==> config.mk <==
export PLATFORM = sky130hd
export DESIGN_NAME = custom_buff_use_ctrl
export DESIGN_NICKNAME = d
export VERILOG_FILES = /design/src/rtl/custom_buff_use_ctrl.sv
export SDC_FILE = /design/constraint.sdc
export NUM_CORES = 1
export LEC_CHECK = 0
export BUFFER_PORTS_ARGS = -buffer_cell sky130_fd_sc_hd__buf_2
export CORE_UTILIZATION = 55
export DETAILED_ROUTE_END_ITERATION = 8
export PLACE_DENSITY = 0.78
export SLEW_MARGIN = 20
export SYNTH_ARGS = -nofsm -noshare
export SYNTH_HDL_FRONTEND = slang
export SYNTH_SLANG_ARGS = --single-unit
==> constraint.sdc <==
create_clock -name clk -period 2.1 [get_ports clk]
set_input_delay 0.105 -clock clk [delete_from_list [all_inputs] [get_ports clk]]
set_output_delay 0.105 -clock clk [all_outputs]
set_load 0.01 [all_outputs]
==> src/rtl/custom_buff_use_ctrl.sv <==
// Upstream write controller for a 4x4 custom buffer bank: per-buffer FILL/FULL/DRAIN
// tracking and a registered one-hot buff_use pulse. Optional error flag: CUSTOM_BUFF_USE_ERR_EN.
module custom_buff_use_ctrl #(
  parameter int DATA_W    = 8,
  parameter int DRAIN_CYC = 4
) (
  input  logic              clk,
  input  logic              rst,
  input  logic              in_valid,
  output logic              in_ready,
  input  logic [1:0]        in_buf_id,
  input  logic [DATA_W-1:0] in_data,
  input  logic [3:0]        drain_req,
  output logic [3:0]        buff_use,
  output logic [DATA_W-1:0] out_data,
  output logic [3:0]        buf_full,
  output logic [3:0]        buf_drain,
  output logic              err_flag
);

  localparam int NBUF    = 4;
  localparam int TIMER_W = (DRAIN_CYC > 1) ? $clog2(DRAIN_CYC) : 1;

  localparam logic [1:0] ST_FILL  = 2'd0;
  localparam logic [1:0] ST_FULL  = 2'd1;
  localparam logic [1:0] ST_DRAIN = 2'd2;

  localparam logic [2:0]         CNT_FULL   = 3'd4;
  localparam logic [TIMER_W-1:0] TIMER_LOAD = TIMER_W'(DRAIN_CYC - 1);
  localparam logic [TIMER_W-1:0] TIMER_ONE  = TIMER_W'(1);

  // Per-buffer FSM state, visible on buf_full / buf_drain (FILL = neither bit set).
  logic [1:0]         state_q [NBUF];
  logic [1:0]         state_d [NBUF];
  logic [2:0]         cnt_q   [NBUF];
  logic [2:0]         cnt_d   [NBUF];
  logic [TIMER_W-1:0] timer_q [NBUF];
  logic [TIMER_W-1:0] timer_d [NBUF];

  logic [NBUF-1:0]   buff_use_q;
  logic [NBUF-1:0]   buff_use_d;
  logic [DATA_W-1:0] out_data_q;
  logic [DATA_W-1:0] out_data_d;

  logic [NBUF-1:0] fill_mask;
  logic [NBUF-1:0] sel_oh;
  logic            accept;

  // Handshake: a word transfers on a rising edge where in_valid & in_ready.
  // in_ready depends only on the addressed buffer's state, never on in_valid.
  always_comb begin
    for (int b = 0; b < NBUF; b++) begin
      fill_mask[b] = (state_q[b] == ST_FILL);
    end
  end

  assign in_ready = fill_mask[in_buf_id];
  assign accept   = in_valid & in_ready;
  assign sel_oh   = 4'b0001 << in_buf_id;

  always_comb begin
    for (int b = 0; b < NBUF; b++) begin
      state_d[b] = state_q[b];
      cnt_d[b]   = cnt_q[b];
      timer_d[b] = timer_q[b];
      case (state_q[b])
        ST_FILL: begin
          if (accept && sel_oh[b]) begin
            cnt_d[b] = cnt_q[b] + 3'd1;
            if (cnt_q[b] + 3'd1 == CNT_FULL) begin
              state_d[b] = ST_FULL;
            end
          end
        end
        ST_FULL: begin
          if (drain_req[b]) begin
            state_d[b] = ST_DRAIN;
            timer_d[b] = TIMER_LOAD;
          end
        end
        ST_DRAIN: begin
          // Returning to FILL with cnt=0 lines up with the downstream slot counter wrap.
          if (timer_q[b] == '0) begin
            state_d[b] = ST_FILL;
            cnt_d[b]   = 3'd0;
          end else begin
            timer_d[b] = timer_q[b] - TIMER_ONE;
          end
        end
        default: begin
          state_d[b] = ST_FILL;
          cnt_d[b]   = 3'd0;
          timer_d[b] = '0;
        end
      endcase
    end
  end

  always_comb begin
    buff_use_d = '0;
    out_data_d = out_data_q;
    if (accept) begin
      buff_use_d = sel_oh;
      out_data_d = in_data;
    end
  end

  always_ff @(posedge clk or negedge rst) begin
    if (!rst) begin
      for (int b = 0; b < NBUF; b++) begin
        state_q[b] <= ST_FILL;
        cnt_q[b]   <= 3'd0;
        timer_q[b] <= '0;
      end
      buff_use_q <= '0;
      out_data_q <= '0;
    end else begin
      for (int b = 0; b < NBUF; b++) begin
        state_q[b] <= state_d[b];
        cnt_q[b]   <= cnt_d[b];
        timer_q[b] <= timer_d[b];
      end
      buff_use_q <= buff_use_d;
      out_data_q <= out_data_d;
    end
  end

  always_comb begin
    for (int b = 0; b < NBUF; b++) begin
      buf_full[b]  = (state_q[b] == ST_FULL);
      buf_drain[b] = (state_q[b] == ST_DRAIN);
    end
  end

  assign buff_use = buff_use_q;
  assign out_data = out_data_q;

`ifdef CUSTOM_BUFF_USE_ERR_EN
  logic err_q;
  logic err_d;

  // Error events: a write attempt to a blocked buffer, or a drain request to a filling one.
  always_comb begin
    err_d = err_q | (in_valid & ~in_ready) | (|(drain_req & fill_mask));
  end

  always_ff @(posedge clk or negedge rst) begin
    if (!rst) begin
      err_q <= 1'b0;
    end else begin
      err_q <= err_d;
    end
  end

  assign err_flag = err_q;
`else
  assign err_flag = 1'b0;
`endif

endmodule

# After elaboration in Yosys (flattened, before gate mapping)
# Index checks and enable logic that the tools add are counted.
[classes]
add_sub_neg = 8
n_mux = 47
eq_ne = 32
bitwise = 9
n_lt_le_gt_ge = 1
n_reduce_logical = 24
n_shift = 1
[op_table]
columns = ["operator", "count"]
rows = [
  ["$mux W2", 24],
  ["$pmux W2 S3", 8],
  ["$pmux W3 S3", 4],
  ["$mux W3", 8],
  ["$ne A2 B1 Y1 const B", 12],
  ["$reduce_and A3 Y1", 8],
  ["$logic_not A2 Y1", 8],
  ["$ne A2 B2 Y1 const B", 8],
  ["$reduce_and A4 Y1", 4],
  ["$add A3 B1 Y3 const B", 4],
  ["$eq A3 B3 Y1 const B", 4],
  ["$eq A2 B1 Y1 const B", 4],
  ["$eq A2 B2 Y1 const B", 4],
  ["$not A1 Y1", 8],
  ["$sub A2 B1 Y2 const B", 4],
  ["$logic_and A1 B1 Y1", 4],
  ["$mux W4", 1],
  ["$shl A1 B2 Y4 const A", 1],
  ["$lt A2 B3 Y1 const B", 1],
  ["$bmux W1 S2", 1],
  ["$and A1 B1 Y1", 1],
  ["$mux W1", 1],
]
[totals]
out_inout_bits = 22
ff_bits = 40
word_cells = 136
in_bits = 17

# Longest topological paths before layout
[logic_depth]
depth_word = 7
depth_mapped = 7
ltp_nobuf = 6

# Worst setup path before layout
# No wires, ideal clock.
[synth_path]
kind = "reg-to-reg"
startpoint = "register state_q[4] (netlist name)"
endpoint = "register out_data_q[0] (netlist: out_data[0])"
required_ns = 1.973
setup_time_ns = 0.127
path_buffers = 1
arrival_time_ns = 1.691
period_less_slack_ns = 1.818
stages_incl_launch_ff = 7
slack_ns = 0.282
cell_sequence = "dfrtp_1 inv_1 ha_1 clkbuf_1 mux2i_1 o22ai_2 mux2_1"
[synth_via]
elab_chain_cells = 4
[synth_rtl]
columns = ["element", "line", "text"]
rows = [
  ["start: declaration", "33", "logic [1:0] state_q [NBUF];"],
  ["start signal: indexed assignment", "119", "state_q[b] <= state_d[b];"],
  ["$logic_not A2 Y1", "53", "fill_mask[b] = (state_q[b] == ST_FILL);"],
  ["$bmux W1 S2", "57", "assign in_ready = fill_mask[in_buf_id];"],
  ["$mux W1 (not written as such)", "57", ""],
  ["$and A1 B1 Y1", "58", "assign accept = in_valid & in_ready;"],
  ["end signal: assignment", "124", "out_data_q <= out_data_d;"],
  ["end: declaration", "42", "logic [DATA_W-1:0] out_data_q;"],
]
# No other way between the ends. The select of a mux whose other input is x is not followed.
# A chain may end at the register's enable or synchronous reset.

# Final worst setup path
[layout_path]
startpoint = "register state_q[0] (netlist name)"
endpoint = "register cnt_q[2] (netlist name)"
[layout_via]
elab_chain_cells = 7
word_cells_on_any_way = 12
cone_classes = "eq/ne: 4; mux: 3; bitwise: 2; reduce/logical: 3"
[layout_rtl]
columns = ["element", "line", "text"]
rows = [
  ["$logic_not A2 Y1", "53, 66", ""],
  ["$bmux W1 S2", "57", ""],
  ["$mux W1 (not written as such)", "57", ""],
  ["$and A1 B1 Y1", "58", ""],
  ["$logic_and A1 B1 Y1", "68", "if (accept && sel_oh[b]) begin"],
  ["$ne A2 B1 Y1 (no source line)", "--", ""],
  ["$reduce_and A3 Y1 (no source line)", "--", ""],
  ["end signal: indexed assignment", "120", "cnt_q[b] <= cnt_d[b];"],
  ["end: declaration", "35", "logic [2:0] cnt_q [NBUF];"],
]
# Parallel ways exist; a longest one is shown, timed or not. The select of a mux whose other input is x is not followed.

==> reports/metrics.csv <==
stage,metric,value,unit
pwr,Pwr Density,1250,nW/µm²
global_routing,largest net degree at the start of global routing,41,
pwr,sw frac,41.2,%
yosys,Post-synth ARST share,100,%
floorplanning,die area,4740,µm²
layout,"most common cell after layout, fill and taps aside",dfrtp_1,
layout,fin cells,335,
yosys,post-synth top area share,40.7,%
pwr,Clock power frac,13.7,%
global_routing,global-route wire length before repair,7260,µm
timing,Least-Margin Pin Slew,0.886,ns
timing,RSZ-0062 raised after global routing,no,
pwr,Pleak,0.00142,µW
pwr,Comb pwr share,51.6,%
clocking,CTS Sinks,40,
setup_path,worst setup path endpoint,cnt_q[2],
pwr,Seq pwr share,34.7,%
route,routed length per instance,13.0,µm
route,Post-DRT Antenna Nets,0,
setup_path,R2R setup slack,0.30,ns
route,final WL,4350,µm
pwr,internal power,2060,µW
yosys,Syn Area/Cell,10.2,µm²
pwr,worst-case vdd ir drop,0.705,mV
place,DP Worst Slack,0.310,ns
yosys,"EDFF count, synth",0,
route,DR vias/cell,5.35,
timing,period utilization,85.5,%
layout,sequential cell area,1000,µm²
global_routing,number of global-route vias before repair,1663,
setup_path,CP endpoint kind,register,
setup_path,reg-to-reg startpoint,state_q[0],
floorplanning,die extent in x,68.8,µm
setup_path,crit-path max FO,5,
route,DR iter-0 viols,126,
route,drt pass-1 iters,4,
timing,"Hold Violations, Final",0,
setup_path,Arrival @ worst endpoint,2.03,ns
global_routing,initial antenna violation count,0,
clocking,Root Driver,clkbuf_8,
clocking,CTS tree,built,
global_routing,gr usage total,21.1,%
timing,min cycle time layout,1.80,ns
timing,final setup fails,0,
timing,WHS,0.0247,ns
layout,most frequent cells in the layout,"40 x dfrtp_1, 37 x buf_2, 32 x nand2_1, 32 x ha_1, 19 x inv_1",
clocking,"Setup Fix Bufs, Post-CTS",0,
global_routing,Overflow after GRT,0,
timing,Max-slew headroom,40.9,%
floorplanning,number of I/O pins,39,
setup_path,Startpoint Class,register,
route,residual DRC count,0,
layout,layout cells sized above 1,17.5,%
layout,Final Util,67.5,%
yosys,Area contributors post-synth,"dfrtp_1 41%, ha_1 16%, mux2_1 7.3%, nand2_1 4.9%, o211ai_1 3.4%",
layout,footprint of the multi-input gates,1350,µm²
place,placer's final routability congestion estimate,0.731,
clocking,H-tree Lvls,2,
timing,final max-slew violation count,0,
yosys,Seq cells post-synth,40,
pwr,sw power,1440,µW
floorplanning,Starting Density,59.3,%
floorplanning,Core Footprint,4140,µm²
setup_path,Reg2Reg Capture Point,cnt_q[2],
floorplanning,Cell Rows,23,
setup_path,WS Path Type,register to register,
clocking,Post-CTS Resized,0,
yosys,predominant post-synthesis flop cell,dfrtp_1,
setup_path,crit path from,state_q[0],
clocking,"Clk pin slew, worst setup/hold paths",0.07,ns
clocking,Max Root-Sink Buffers,2,
floorplanning,Die Y,68.8,µm
layout,area delta synth->final,13.7,%
yosys,synthesized area,2460,µm²
worst_hold_path,Worst Hold Class,input port to register,
yosys,most area-hungry cell type in the Yosys netlist,dfrtp_1,
yosys,Synthesized Nets,291,
run,MaxCap Viol Count,0,
route,total number of vias,1792,
layout,ANT cells,0,
timing,skew final,0.00667,ns
timing,Final WS setup,0.305,ns
timing,setup TNS,0,ns
setup_path,Reg2Reg Depth,6,
status,outcome,"complete, no violations",
yosys,Synth Warn #,0,
clocking,Skew-Pair Late Insertion Delay,0.29,ns
layout,fill cell count,325,
place,Placed Cells,327,
yosys,synth unique cells,33,
setup_path,CP Data Required Time,2.33,ns
timing,fmax,557,MHz
layout,Nets,334,
place,PortBufs,37,
clocking,CTS Buf Count,5,
place,post-DP HPWL,3180,µm
yosys,Syn Inst Count,242,
yosys,sequential area share after synthesis,40.7,%
==> logic make-up after synthesis <==
kind of cell | share of synthesized area (%)
AOI/OAI and AO/OA | 10.3
xor gates and xnor gates | 1.43
other | 0.153
DFF | 40.7
buffers and inverters | 4.33
muxes | 8.55
and+or+nand+nor | 18.2
adders and majority gates | 16.3
==> layer usage <==
metal | track usage, % | share of wire [%] | up-vias
li1 | - | - | 923
met1 | 27.4 | 50 | 825
met2 | 32.9 | 44 | 38
met3 | 4.77 | 4.0 | 6
met4 | 10.5 | 1.6 | 0
met5 | 0 | 0 | -
==> synth_stat cells (all sizes together), types with 4 or more instances <==
library cell,instances
a221o,5
and2,4
clkbuf,4
dfrtp,40
ha,32
inv,19
mux2,16
nand2,32
nand3,10
nand4,4
nor2b,12
o211ai,11
o21ai,16
xor2,4
==> registers in the layout (all words and copies together) (netlist names) <==
signal and count:
cnt_q 12, timer_q 8, buff_use 4, out_data 8, state_q 8
==> power by group through the flow <==
stage / clock, µW / sequential (µW) / combinational (µW)
5_1_grt: 530 / 1250 / 2050
4_1_cts: 506 / 1210 / 1820
3_3_place_gp: 0 / 1210 / 1750
3_5_place_dp: 0 / 1220 / 1810
2_1_floorplan: 0 / 1230 / 1240
6_report: 481 / 1220 / 1810
==> final cells by class <==
cell class | instances | share of cell area [%]
well taps | 50 | 2.24
clock inverters | 1 | 0.179
inverters | 19 | 2.55
multi-input cells | 176 | 48.3
clock buffers | 6 | 2.60
repair buffers | 43 | 8.33
flip-flops and latches | 40 | 35.8
==> critical path, cell delays in order, from the launching register on <==
cell and delay (ns):
dfrtp_1 0.39, inv_1 0.10, ha_1 0.24, nor2b_1 0.16, or2_1 0.25, or4b_1 0.50
nand3_1 0.09
==> repair_timing <==
| item | 4_1_cts | 5_1_grt |
|---|---|---|
| hold buffers | 1 | 0 |
| endpoints found under the hold margin | 40 | 0 |
| endpoints found under the setup margin | 0 | 0 |
==> worst min-delay path by stage <==
| stage | endpoint | start | cells after the start | slack, ns |
|---|---|---|---|---|
| after floorplan | buff_use[0] | rst | 0 | -0.19 |
| after global placement | timer_q[1] | rst | 1 | 0.28 |
| after detailed placement | timer_q[1] | rst | 1 | 0.28 |
| after CTS | out_data[5] | in_data[5] | 2 | 0.02 |
| after global routing | out_data[2] | in_data[2] | 2 | 0.01 |
| final | out_data[2] | in_data[2] | 2 | 0.02 |
==> stage by stage <==
step	cell area, µm²	total power (µW)
detailed placement	2710	3030
global placement	2710	2960
finish	2800	3510
CTS	2800	3540
global route	2800	3830
floorplan	2460	2480
(Power assumes the default switching activity.)
